[src/rtl/mem_arbiter_pkg.sv]
// mem_arbiter shared types and constants.
// State encoding, port ids, width defaults.
package mem_arbiter_pkg;

  localparam int ADDR_W_DEF = 16;
  localparam int DATA_W_DEF = 16;

  localparam logic [15:0] UART_ADDR = 16'h8010;

  typedef enum logic [1:0] {
    IDLE,
    WAIT_START,
    WAIT_DONE,
    RESP
  } arb_state_t;

  typedef enum logic {
    PORT_IF,
    PORT_DM
  } arb_port_t;

endpackage

[src/rtl/arb_timeout_cnt.sv]
// mem_arbiter start-acknowledge watchdog.
// Counts cycles while enabled; flags when LIMIT is reached.
module arb_timeout_cnt #(
  parameter int LIMIT = 255
) (
  input  logic clk,
  input  logic rst,
  input  logic load,
  input  logic en,
  output logic expired
);

  localparam int CW = $clog2(LIMIT + 2);

  logic [CW-1:0] cnt;

  assign expired = (cnt == CW'(LIMIT));

  // restart on load, saturate at the limit
  always_ff @(posedge clk or posedge rst) begin
    if (rst) begin
      cnt <= '0;
    end else if (load) begin
      cnt <= '0;
    end else if (en && !expired) begin
      cnt <= cnt + CW'(1);
    end
  end

endmodule

[src/rtl/mem_arbiter.sv]
// mem_arbiter: fetch/data port arbiter in front
// of a shared memory/UART controller.
module mem_arbiter
  import mem_arbiter_pkg::*;
#(
  parameter int ADDR_W         = ADDR_W_DEF,
  parameter int DATA_W         = DATA_W_DEF,
  parameter int START_TIMEOUT  = 255,
  parameter int MAX_DATA_BURST = 2
) (
  input  logic              clk,
  input  logic              rst,
  input  logic              if_req,
  input  logic [ADDR_W-1:0] if_addr,
  output logic              if_ack,
  output logic [DATA_W-1:0] if_rdata,
  input  logic              dm_rd,
  input  logic              dm_wr,
  input  logic [ADDR_W-1:0] dm_addr,
  input  logic [DATA_W-1:0] dm_wdata,
  output logic              dm_ack,
  output logic [DATA_W-1:0] dm_rdata,
  output logic              if_stall,
  output logic              dm_stall,
  output logic              err,
  output logic              ctl_need,
  output logic              ctl_rd,
  output logic              ctl_wr,
  output logic [ADDR_W-1:0] ctl_addr,
  output logic [DATA_W-1:0] ctl_wdata,
  input  logic              ctl_done,
  input  logic [DATA_W-1:0] ctl_result
);

  localparam int BW = $clog2(MAX_DATA_BURST + 2);

  arb_state_t    state;
  arb_state_t    state_n;
  arb_port_t     port;
  logic          err_q;
  logic [BW-1:0] burst;

  logic dm_req;
  logic pick_dm;
  logic grant;
  logic g_rd;
  logic g_wr;
  logic tmo_load;
  logic tmo_en;
  logic tmo_exp;
  logic capture;
  logic time_out;

  assign dm_req  = dm_rd | dm_wr;
  assign pick_dm = dm_req &
    (~if_req | (burst < BW'(MAX_DATA_BURST)));
  assign grant   = (state == IDLE) &
    (dm_req | if_req);

  assign if_stall = if_req & ~if_ack & ~rst;
  assign dm_stall = dm_req & ~dm_ack & ~rst;

  arb_timeout_cnt #(
    .LIMIT(START_TIMEOUT)
  ) u_tmo (
    .clk    (clk),
    .rst    (rst),
    .load   (tmo_load),
    .en     (tmo_en),
    .expired(tmo_exp)
  );

  // decode the granted operation; write wins over read
  always_comb begin
    g_rd = 1'b1;
    g_wr = 1'b0;
    unique case (1'b1)
      pick_dm & dm_wr: begin
        g_rd = 1'b0;
        g_wr = 1'b1;
      end
      pick_dm & ~dm_wr: begin
        g_rd = 1'b1;
        g_wr = 1'b0;
      end
      default: begin
        g_rd = 1'b1;
        g_wr = 1'b0;
      end
    endcase
  end

  // next state and per-state outputs
  always_comb begin
    state_n  = state;
    tmo_load = 1'b0;
    tmo_en   = 1'b0;
    capture  = 1'b0;
    time_out = 1'b0;
    ctl_need = 1'b0;
    if_ack   = 1'b0;
    dm_ack   = 1'b0;
    err      = 1'b0;
    unique case (state)
      IDLE: begin
        tmo_load = 1'b1;
        if (grant) state_n = WAIT_START;
      end
      WAIT_START: begin
        ctl_need = 1'b1;
        tmo_en   = 1'b1;
        if (!ctl_done) begin
          state_n = WAIT_DONE;
        end else if (tmo_exp) begin
          state_n  = RESP;
          time_out = 1'b1;
        end
      end
      WAIT_DONE: begin
        if (ctl_done) begin
          state_n = RESP;
          capture = ctl_rd;
        end
      end
      RESP: begin
        if_ack  = (port == PORT_IF);
        dm_ack  = (port == PORT_DM);
        err     = err_q;
        state_n = IDLE;
      end
      default: state_n = IDLE;
    endcase
  end

  // state register
  always_ff @(posedge clk or posedge rst) begin
    if (rst) state <= IDLE;
    else     state <= state_n;
  end

  // latch the granted request; op held through RESP
  always_ff @(posedge clk or posedge rst) begin
    if (rst) begin
      port      <= PORT_IF;
      ctl_rd    <= 1'b0;
      ctl_wr    <= 1'b0;
      ctl_addr  <= '0;
      ctl_wdata <= '0;
    end else if (grant) begin
      port      <= pick_dm ? PORT_DM : PORT_IF;
      ctl_rd    <= g_rd;
      ctl_wr    <= g_wr;
      ctl_addr  <= pick_dm ? dm_addr : if_addr;
      ctl_wdata <= pick_dm ? dm_wdata : '0;
    end else if (state == RESP) begin
      ctl_rd    <= 1'b0;
      ctl_wr    <= 1'b0;
    end
  end

  // remember a start timeout until its ack
  always_ff @(posedge clk or posedge rst) begin
    if (rst)           err_q <= 1'b0;
    else if (grant)    err_q <= 1'b0;
    else if (time_out) err_q <= 1'b1;
  end

  // consecutive data grants made while fetch waits
  always_ff @(posedge clk or posedge rst) begin
    if (rst) begin
      burst <= '0;
    end else if (grant) begin
      if (pick_dm && if_req) burst <= burst + BW'(1);
      else                   burst <= '0;
    end
  end

  // read results land in the granted port only
  always_ff @(posedge clk or posedge rst) begin
    if (rst) begin
      if_rdata <= '0;
      dm_rdata <= '0;
    end else if (capture) begin
      if (port == PORT_DM) dm_rdata <= ctl_result;
      else                 if_rdata <= ctl_result;
    end
  end

endmodule

[config.mk]
export PLATFORM = sky130hd
export DESIGN_NAME = mem_arbiter
export DESIGN_NICKNAME = d
export VERILOG_FILES = /design/src/rtl/mem_arbiter_pkg.sv /design/src/rtl/arb_timeout_cnt.sv /design/src/rtl/mem_arbiter.sv
export SDC_FILE = /design/constraint.sdc
export NUM_CORES = 1
export LEC_CHECK = 0
export BUFFER_PORTS_ARGS = -buffer_cell sky130_fd_sc_hd__buf_2
export CELL_PAD_IN_SITES_DETAIL_PLACEMENT = 1
export CELL_PAD_IN_SITES_GLOBAL_PLACEMENT = 2
export CORE_ASPECT_RATIO = 2
export CORE_MARGIN = 2
export CORE_UTILIZATION = 27
export CTS_CLUSTER_DIAMETER = 150
export DETAILED_ROUTE_END_ITERATION = 8
export GPL_ROUTABILITY_DRIVEN = 0
export MAX_ROUTING_LAYER = met4
export PLACE_DENSITY_LB_ADDON = 0.1
export SLEW_MARGIN = 20
export SYNTH_ARGS = -nofsm -noshare
export SYNTH_HDL_FRONTEND = slang
export SYNTH_SLANG_ARGS = --single-unit
[constraint.sdc]
create_clock -name clk -period 2.7 [get_ports clk]
set_input_delay 0.54 -clock clk [delete_from_list [all_inputs] [get_ports clk]]
set_output_delay 0.54 -clock clk [all_outputs]
set_load 0.1 [all_outputs]
# After elaboration in Yosys (flattened, before gate mapping)
# Index checks and enable logic that the tools add are counted.
op_classes:
  order_cmp: 1
  eq_ne: 7
  bitwise_logic: 15
  n_reduce_logical: 10
  mux: 28
  addsub: 2
op_table:
  columns: ["operator", "count"]
  rows:
  - ["$mux W16", 2]
  - ["$mux W1", 18]
  - ["$mux W9", 2]
  - ["$mux W2", 5]
  - ["$add A9 B1 Y9 const B", 1]
  - ["$eq A9 B8 Y1 const B", 1]
  - ["$pmux W2 S4", 1]
  - ["$and A1 B1 Y1", 7]
  - ["$reduce_bool A2 Y1", 3]
  - ["$not A1 Y1", 5]
  - ["$eq A2 B2 Y1 const B", 2]
  - ["$ne A2 B2 Y1 const B", 2]
  - ["$reduce_and A2 Y1", 2]
  - ["$ne A3 B2 Y1 const B", 1]
  - ["$or A1 B1 Y1", 3]
  - ["$reduce_and A3 Y1", 1]
  - ["$add A2 B1 Y2 const B", 1]
  - ["$eq A2 B1 Y1 const B", 1]
  - ["$logic_and A1 B1 Y1", 2]
  - ["$logic_not A2 Y1", 1]
  - ["$lt A2 B2 Y1 const B", 1]
  - ["$logic_not A1 Y1", 1]
word_totals:
  regBits: 81
  in_bits: 70
  output_inout_bits: 72

# Depth between registers and ports, before layout
# Gate-level depths: netlist of run 1.
depth:
  depth_word: 6
  ltp_mapped: 8
  depth_no_buf: 7

# Modules after synthesis
# From an unflattened synthesis of run 1, not the netlist that was laid out.
hier_totals:
  cells_unflattened: 269
  area_unflattened_um2: 3609.7
by_module_without_submodules:
  columns: ["mod", "instances", "area_each_um2", "seq_area_each_um2", "cells_per_inst"]
  rows:
  - ["mem_arbiter", 1, 3130.5, 1801.7, 221]
  - ["arb_timeout_cnt", 1, 479.2, 225.2, 48]

# Least setup slack after synthesis of run 1
# OpenSTA, ideal clock, no wires.
synth_timing:
  path_kind: "reg2out"
  startpoint: "register state[0]"
  endpoint: "output port if_stall"
  t_required_ns: 2.160
  path_stages_with_launch: 4
  arrival_ns: 3.448
  n_path_buf: 0
  slack_ns: -1.288
  cell_sequence: "dfrtp_1 > ha_1 > nor2b_1 > nor3b_1"
synth_between:
  elab_chain_len: 5
synth_lines:
  columns: ["element", "line", "rtl"]
  rows:
  - ["start, declared", "mem_arbiter.sv:37", "arb_state_t state;"]
  - ["start signal, assigned", "mem_arbiter.sv:138", "else state <= state_n;"]
  - ["$eq A2 B2 Y1", "mem_arbiter.sv:104", "unique case (state)"]
  - ["$mux W1", "mem_arbiter.sv:104", null]
  - ["via if_ack", "mem_arbiter.sv:15", "output logic if_ack,"]
  - ["$not A1 Y1", "mem_arbiter.sv:60", "assign if_stall = if_req & ~if_ack & ~rst;"]
  - ["$and A1 B1 Y1 (2 in series)", "mem_arbiter.sv:60", null]
  - ["end, declared", "mem_arbiter.sv:23", "output logic if_stall,"]
# The timed path passes the listed nets, and every way through them passes these cells.

# Worst setup path in the final report of run 1
layout_timing:
  startpoint: "register state[0]"
  endpoint: "output port if_stall"
layout_between:
  elab_chain_len: 5
layout_lines:
  columns: ["element", "line"]
  rows:
  - ["$eq A2 B2 Y1", "mem_arbiter.sv:104"]
  - ["$mux W1", "mem_arbiter.sv:104"]
  - ["$not A1 Y1", "mem_arbiter.sv:60"]
  - ["$and A1 B1 Y1 (2 in series)", "mem_arbiter.sv:60"]
# Every way passes these cells.

==> impl_metrics.env, run 1 <==
export IMPL_status="complete, no violations"
export IMPL_ant_nets=0
export IMPL_cts_setup_buffers=0
export IMPL_cts_tree="built"
export IMPL_ys_warn_count=0
export IMPL_nets=490
export IMPL_worst_slew_pin_slew_ps=662
export IMPL_clock_sinks=81
export IMPL_yosysUniqueCellTypes=42
export IMPL_finalHoldViolCount=0
export IMPL_drtPass1Iterations=4
export IMPL_met2_length_um=5820
export IMPL_synth_area_um2=3550
export IMPL_wl_per_cell_um=17.2
export IMPL_synthesis_nets=346
export IMPL_cp_required_ps=2160
export IMPL_synth_seq_cells=81
export IMPL_viasPerCell=4.70
export IMPL_critPathKind="reg2out"
export IMPL_r2r_cells=7
export IMPL_cts_clk_slew_worst_paths_ps=70
export IMPL_htreeDepth=3
export IMPL_drv_cap=0
export IMPL_final_common_cell="buf_2"
export IMPL_wl_met1_um=3420
export IMPL_yosysSeqAreaShare_pct=57.2
export IMPL_max_freq_ghz=0.421
export IMPL_dp_slack_ps=618
export IMPL_fin_crit_ps=2380
export IMPL_postPlaceCellArea_um2=4410
export IMPL_postCtsHoldBufs=0
export IMPL_endpoint_kind="output port"
export IMPL_rows=59
export IMPL_fin_area_um2=4720
export IMPL_grt_use_total_pct=15.0
export IMPL_relSlewSlack_pct=55.8
export IMPL_io_pins=142
export IMPL_portBuffers=141
export IMPL_cts_inserted_buffers=9
export IMPL_grt_pass1_wl_um=15900
export IMPL_grt_pass1_vias=3059
export IMPL_synth_cells=269
export IMPL_syn2layout_area_growth_pct=33.2
export IMPL_layout_drive_gt1_share_pct=50.5
export IMPL_fillers=1449
export IMPL_die_w_um=85.0
export IMPL_grt_max_degree=48
export IMPL_cp_max_fo=5
export IMPL_clock_path_buffers=2
export IMPL_clk_latency_ps=330
export IMPL_yosys_area_top_type="dfrtp_1"
export IMPL_antenna_cells=0
export IMPL_topRoutingLayerUsed="met4"
export IMPL_route_met3_wl_um=454
export IMPL_yosys_area_top_type_share_pct=57.2
export IMPL_fin_worst_skew_ps=6.84
export IMPL_slew_violations=0
export IMPL_startpoint_type="register"
export IMPL_fin_util_pct=36.6
export IMPL_setup_tns_final_ps=0
export IMPL_grt_ovfl_total=0
export IMPL_cts_root_buf="clkbuf_16"
export IMPL_setup_violations=0
export IMPL_dieArea_um2=14100
export IMPL_rsz0062_at_grt="false"
export IMPL_synth_top_cells_by_area="dfrtp_1, mux2_2, mux2i_1, a22o_1, o21ai_0"
export IMPL_dr_total_vias=2679
export IMPL_routed_wirelength_um=9830
export IMPL_antenna_found_initial=0
export IMPL_final_period_utilization_pct=88.0
export IMPL_drc=0
export IMPL_drtIter0Drc=52
export IMPL_cp_arrival_ps=1840
export IMPL_avgSynthCellArea_um2=13.2
export IMPL_initial_core_util_pct=27.4
export IMPL_ctsResizeCount=0
export IMPL_dp_final_hpwl_um=7630
export IMPL_hp_class="in2async"
export IMPL_final_cell_mix="buf_2, dfrtp_1, mux2_2, o21ai_0"
export IMPL_setup_ws_ps=325
export IMPL_core_um2=12900
export IMPL_die_height_um=166
[layout make-up]
class	count	area (µm²)	share of cell area, %
clock inverter	6	72.6	1.54
multi-input combinational	168	1410	29.9
tap	152	190	4.03
inverter	7	27.5	0.583
sequential	81	2030	42.9
timing repair buffer	146	756	16.0
clock buffer	10	239	5.06
[synthesized netlist by cell type (all sizes together)]
cell     count
nor3b        2
buf         11
o2bb2ai      1
nor2        10
nand3b       2
nand4        2
a21boi       1
nand3        2
nor4b        1
a2111oi      1
nor2b        5
o21ai       21
a211oi       3
a21oi        4
mux2i       17
ha           7
a2bb2oi      1
clkbuf       2
inv          7
nand4b       3
mux2        36
or3          3
and2         2
o31ai        1
a22o        17
a31oi        1
xnor2        1
and3b        1
dfrtp       81
a21o         2
xor2         1
nand2       17
nor3         3
[through the flow]
| stage | std cells | hold WS [ps] |
|---|---|---|
| finish | 570 | 324 |
| global route | 570 | 376 |
| CTS | 570 | 344 |
| detailed placement | 554 | 471 |
| global placement | 554 | 459 |
| floorplan | 269 | 454 |
[layer usage]
metal  global-route usage [%]  up-vias
met5                        -        -
met4                     5.24        0
met3                     2.98        9
met2                     28.3       81
met1                     14.7     1338
li1                         -     1251
[logic make-up after synthesis]
| family | count (synthesis) | share of synthesized area (%) |
|---|---|---|
| AOI/OAI and AO/OA | 53 | 11.8 |
| xor gates and xnor gates | 2 | 0.494 |
| adders and majority gates | 7 | 2.47 |
| buffers and inverters | 20 | 3.56 |
| DFF | 81 | 57.2 |
| muxes | 53 | 16.2 |
| and+or+nand+nor | 53 | 8.29 |
[final timing paths]
path                                    from  slack, ps             to
worst min register to register   ctl_addr[4]        480    ctl_addr[4]
worst min-delay path                     rst        320   dm_rdata[11]
min in group clk                dm_wdata[10]        420  ctl_wdata[10]
worst max-delay path                state[0]        320       if_stall
worst max register to register  u_tmo.cnt[0]        640       state[1]
max in group asynchronous                rst       1720   if_rdata[12]
[worst max-delay path, cell delays in order, from the launching register on]
cell     delay [ps]
dfrtp_1         420
ha_1            270
nor2b_2         180
nor3b_2         180
buf_2           450
[state kept, by name, indices dropped and copies added (netlist names)]
signal,count
state,2
burst,2
ctl_wdata,16
if_rdata,16
ctl_addr,16
dm_rdata,16
ctl_rd,1
u_tmo.cnt,9
err_q,1
ctl_wr,1
port,1
Power of run 1 is not shown: default switching activity piles up to over one toggle a cycle in this logic, so the estimate is an artifact.
==> inputs of run 2 (changes only) <==
==> constraint.sdc (replaced) <==
create_clock -name clk -period 2.1 [get_ports clk]
set_input_delay 0.42 -clock clk [delete_from_list [all_inputs] [get_ports clk]]
set_output_delay 0.42 -clock clk [all_outputs]
set_load 0.1 [all_outputs]
==> run 2 against run 1 <==
- critical path depth is the same
- critical path type unchanged
- clock skew grew 3.7 ps
- design area grew 1.2%
- global-route usage shrank 0.59 points
- largest cell class unchanged
- routed wire length shrank 1.9%
- first-iteration DRC count grew 62%
==> impl_metrics.env, run 2 (synthesis gave the netlist of run 1 again) <==
export IMPL_max_stage_delay_ps=430
export IMPL_grt_use_total_pct=14.4
export IMPL_nets=491
export IMPL_htreeDepth=3
export IMPL_relSlewSlack_pct=58.3
export IMPL_dp_final_hpwl_um=7280
export IMPL_r2r_start="u_tmo.cnt[0]"
export IMPL_viasPerCell=4.71
export IMPL_hp_class="in2async"
export IMPL_cts_root_buf="clkbuf_16"
export IMPL_grt_max_degree=82
export IMPL_clk_latency_ps=340
export IMPL_dpl_cell_count=555
export IMPL_rows=59
export IMPL_finalHoldViolCount=0
export IMPL_path_cells="ha_2 > nor2b_2 > nor3b_4 > buf_12"
export IMPL_grt_pass1_vias=2945
export IMPL_grt_pass1_wl_um=15400
export IMPL_die_w_um=85.0
export IMPL_syn2layout_area_growth_pct=34.9
export IMPL_io_pins=142
export IMPL_drc=0
export IMPL_cts_clk_slew_worst_paths_ps=60
export IMPL_drv_cap=0
export IMPL_fin_crit_ps=2020
export IMPL_clock_sinks=81
export IMPL_rr_endpoint="state[1]"
export IMPL_startpoint_type="register"
export IMPL_drtIter0Drc=84
export IMPL_antenna_cells=0
export IMPL_grt_ovfl_total=0
export IMPL_antenna_found_initial=0
export IMPL_cp_arrival_ps=1600
export IMPL_initial_core_util_pct=27.4
export IMPL_critPathKind="reg2out"
export IMPL_wl_per_cell_um=16.9
export IMPL_crit_start="state[1]"
export IMPL_cp_slowest_cell="dfrtp_1"
export IMPL_worst_path_buf_inv=1
export IMPL_cp_depth=4
export IMPL_fin_cells=571
export IMPL_dr_total_vias=2692
export IMPL_die_height_um=166
export IMPL_max_freq_ghz=0.496
export IMPL_fin_worst_skew_ps=10.5
export IMPL_path_delay_family="flip-flops"
export IMPL_final_period_utilization_pct=96.1
export IMPL_rsz0062_at_grt="true"
export IMPL_fillers=1416
export IMPL_cp_endpoint="if_stall"
export IMPL_r2r_cells=7
export IMPL_core_um2=12900
export IMPL_final_cell_mix="buf_2, dfrtp_1, mux2_2, o21ai_0"
export IMPL_drtPass1Iterations=4
export IMPL_worst_slew_pin_slew_ps=624
export IMPL_endpoint_kind="output port"
export IMPL_setup_violations=0
export IMPL_clock_path_buffers=2
export IMPL_cp_max_fo=5
export IMPL_layout_drive_gt1_share_pct=51.3
export IMPL_worst_hold_slack_ps=267
export IMPL_cts_setup_buffers=0
export IMPL_ant_nets=0
export IMPL_routed_wirelength_um=9640
export IMPL_status="complete, no violations"
export IMPL_cts_inserted_buffers=9
export IMPL_slew_violations=0
export IMPL_reg2reg_slack_ps=130
export IMPL_dieArea_um2=14100
export IMPL_cts_tree="built"
export IMPL_final_common_cell="buf_2"
export IMPL_cp_required_ps=1680
export IMPL_portBuffers=141
==> run 2: cell count changes in the layout (fill, tap and decap cells not counted), sizes merged <==
cell / before / now
inv: 8 / 9
clkbuf: 10 / 11
clkinvlp: 1 / 2
clkinv: 3 / 1
==> run 2: through the flow <==
| stage | utilization (%) | setup slack, ps | TNS (ps) | instance area, µm² |
|---|---|---|---|---|
| 2_1_floorplan | - | -201 | -251 | 3580 |
| 3_5_place_dp | 34.5 | 139 | 0 | 4460 |
| 3_3_place_gp | 34.5 | 185 | 0 | 4460 |
| 5_1_grt | 37.0 | -1.45 | -1.45 | 4780 |
| 6_report | 37.0 | 82.0 | 0 | 4780 |
| 4_1_cts | 37.0 | 20.4 | 0 | 4780 |
==> run 2: cell type report <==
| type | instances | area [µm²] | area share [%] |
|---|---|---|---|
| sequential | 81 | 2030 | 42.4 |
| multi-input combinational | 168 | 1430 | 29.8 |
| timing repair buffer | 147 | 798 | 16.7 |
| clock buffer | 10 | 239 | 5.00 |
| tap | 152 | 190 | 3.98 |
| clock inverter | 6 | 72.6 | 1.52 |
| inverter | 7 | 30.0 | 0.628 |
==> run 2: worst register-to-register path: cells and delay by family, from the launching register on <==
kind / cells / cell delay [ps]
muxes: 1 / 360
and+or+nand+nor: 3 / 320
AOI/OAI and AO/OA: 1 / 300
adders and majority gates: 2 / 470
DFF: 1 / 400
==> run 2: worst min path at each step <==
stage                       from       endpoint  slack, ps
finish                       rst    ctl_addr[0]        270
CTS                  dm_wdata[1]   ctl_wdata[1]        280
global route        dm_wdata[11]  ctl_wdata[11]        290
detailed placement  ctl_addr[11]   ctl_addr[11]        470
global placement     ctl_addr[2]    ctl_addr[2]        460
floorplan                  err_q          err_q        450
==> run 2: timing repair <==
item	CTS	global route
hold endpoints to repair	0	0
gates resized for setup	2	1
hold buffers	0	0
endpoints found under the setup margin	2	2
==> run 2: metal layers <==
| layer | global-route usage [%] | share of wire, % | vias to the layer above |
|---|---|---|---|
| met1 | 14.9 | 36 | 1345 |
| li1 | - | - | 1256 |
| met4 | 4.83 | 1.5 | 0 |
| met5 | - | 0 | - |
| met3 | 3.08 | 4.9 | 9 |
| met2 | 26.4 | 58 | 82 |
Power of run 2 is left out for the same reason.
==> inputs of run 3 (changes only) <==
--- a/config.mk
+++ b/config.mk
@@ -8,12 +8,13 @@
 export BUFFER_PORTS_ARGS = -buffer_cell sky130_fd_sc_hd__buf_2
 export CELL_PAD_IN_SITES_DETAIL_PLACEMENT = 1
 export CELL_PAD_IN_SITES_GLOBAL_PLACEMENT = 2
-export CORE_ASPECT_RATIO = 2
+export CORE_ASPECT_RATIO = 1.5
 export CORE_MARGIN = 2
-export CORE_UTILIZATION = 27
+export CORE_UTILIZATION = 30
 export CTS_CLUSTER_DIAMETER = 150
 export DETAILED_ROUTE_END_ITERATION = 8
 export GPL_ROUTABILITY_DRIVEN = 0
+export GPL_TIMING_DRIVEN = 0
 export MAX_ROUTING_LAYER = met4
 export PLACE_DENSITY_LB_ADDON = 0.1
 export SLEW_MARGIN = 20
==> constraint.sdc (replaced) <==
create_clock -name clk -period 2.25 [get_ports clk]
set_input_delay 0.45 -clock clk [delete_from_list [all_inputs] [get_ports clk]]
set_output_delay 0.45 -clock clk [all_outputs]
set_load 0.1 [all_outputs]
==> run 3 against run 2 <==
- worst hold slack got worse by 49 ps
- die area shrank 9.9%
- register-to-register slack better by 60 ps
- routed wire length down 0.39%
- first-iteration DRC count shrank 43%
- critical path depth did not move
- sequential share of layout area shrank 0.59 points
- critical endpoint unchanged
==> impl_metrics.env, run 3 (synthesis gave the netlist of run 1 again) <==
export IMPL_status="complete, no violations"
export IMPL_reg2reg_slack_ps=190
export IMPL_viasPerCell=4.75
export IMPL_final_cell_mix="buf_2, dfrtp_1, mux2_2, o21ai_0"
export IMPL_cp_slowest_cell="dfrtp_1"
export IMPL_worst_slew_pin_slew_ps=604
export IMPL_die_w_um=92.8
export IMPL_setup_ws_ps=107
export IMPL_grt_pass1_vias=3054
export IMPL_dr_total_vias=2737
export IMPL_final_common_cell="buf_2"
export IMPL_fin_crit_ps=2140
export IMPL_drtIter0Drc=48
export IMPL_dieArea_um2=12700
export IMPL_fin_util_pct=42.1
export IMPL_multi_input_area_um2=1420
export IMPL_drc=0
export IMPL_path_cells="ha_1 > nor2b_2 > nor3b_4 > buf_6"
export IMPL_wl_per_cell_um=16.7
export IMPL_max_freq_ghz=0.467
export IMPL_cp_required_ps=1800
export IMPL_hp_class="in2async"
export IMPL_antenna_found_initial=0
export IMPL_cts_root_buf="clkbuf_16"
export IMPL_fillers=1311
export IMPL_clock_path_buffers=2
export IMPL_r2r_start="u_tmo.cnt[0]"
export IMPL_critPathKind="reg2out"
export IMPL_portBuffers=139
export IMPL_finalHoldViolCount=0
export IMPL_cp_max_fo=5
export IMPL_setup_violations=0
export IMPL_relSlewSlack_pct=59.8
export IMPL_htreeDepth=3
export IMPL_clock_sinks=81
export IMPL_worst_hold_slack_ps=218
export IMPL_dp_final_hpwl_um=7220
export IMPL_die_height_um=137
export IMPL_regArea_um2=2030
export IMPL_cts_inserted_buffers=9
export IMPL_grt_ovfl_total=0
export IMPL_drv_cap=0
export IMPL_nets=498
export IMPL_io_pins=142
export IMPL_rows=48
export IMPL_drtPass1Iterations=4
export IMPL_dp_slack_ps=204
export IMPL_core_um2=11500
export IMPL_r2r_cells=8
export IMPL_routed_wirelength_um=9610
export IMPL_ant_nets=0
export IMPL_endpoint_kind="output port"
export IMPL_rsz0062_at_grt="false"
export IMPL_initial_core_util_pct=30.8
export IMPL_grt_pass1_wl_um=15600
export IMPL_cts_clk_slew_worst_paths_ps=70
export IMPL_cts_tree="built"
export IMPL_antenna_cells=0
export IMPL_final_period_utilization_pct=95.2
export IMPL_rr_endpoint="state[1]"
export IMPL_grt_use_total_pct=16.3
export IMPL_grt_max_degree=32
export IMPL_cp_arrival_ps=1690
export IMPL_fin_worst_skew_ps=10.1
export IMPL_max_stage_delay_ps=430
export IMPL_startpoint_type="register"
export IMPL_cts_setup_buffers=0
export IMPL_syn2layout_area_growth_pct=36.8
export IMPL_clk_latency_ps=340
export IMPL_layout_drive_gt1_share_pct=51.4
export IMPL_slew_violations=0
export IMPL_setup_tns_final_ps=0
## run 3: changes by cell type in the layout (fill, tap and decap cells not counted), moves of 2 or more
cell	before	now
buf_4	6	2
ha_2	2	0
buf_2	137	139
buf_6	0	7
ha_1	5	7
## run 3: worst max-delay path by stage
stage,start,to,cells after the start
2_1_floorplan,state[0],if_stall,3
6_report,state[1],if_stall,4
4_1_cts,state[1],if_stall,4
5_1_grt,state[1],if_stall,4
3_3_place_gp,rst,ctl_addr[3],2
3_5_place_dp,u_tmo.cnt[0],state[1],8
## run 3: area by class of cell
| type | instances | share of cell area, % |
|---|---|---|
| Clock inverter | 7 | 2.19 |
| Clock buffer | 9 | 4.64 |
| Timing Repair Buffer | 141 | 15.5 |
| Buffer | 13 | 2.06 |
| Tap cell | 150 | 3.87 |
| Inverter | 7 | 0.619 |
| Multi-Input combinational cell | 168 | 29.3 |
| Sequential cell | 81 | 41.8 |
## run 3: routing by layer
| metal | global-route usage, % | wire [µm] |
|---|---|---|
| met5 | - | 0 |
| met4 | 5.47 | 161 |
| met3 | 5.07 | 589 |
| met2 | 28.3 | 5080 |
| met1 | 17.7 | 3780 |
## run 3: worst max-delay path, delay by kind of cell (launching register included)
kind          cells  cell delay, ps
buf+inv           1             250
simple gates      2             410
fa+ha+maj         1             270
flops             1             430
## run 3: stage by stage
step / instance area (µm²) / instances
2_1_floorplan: 3580 / 269
3_3_place_gp: 4460 / 558
3_5_place_dp: 4500 / 560
4_1_cts: 4840 / 576
5_1_grt: 4850 / 576
6_report: 4850 / 576
## run 3: timing repair
action                     CTS  global route
setup endpoints to repair    2             4
gates resized for setup      2             4
hold buffers                 0             0
Power of run 3 is left out for the same reason.
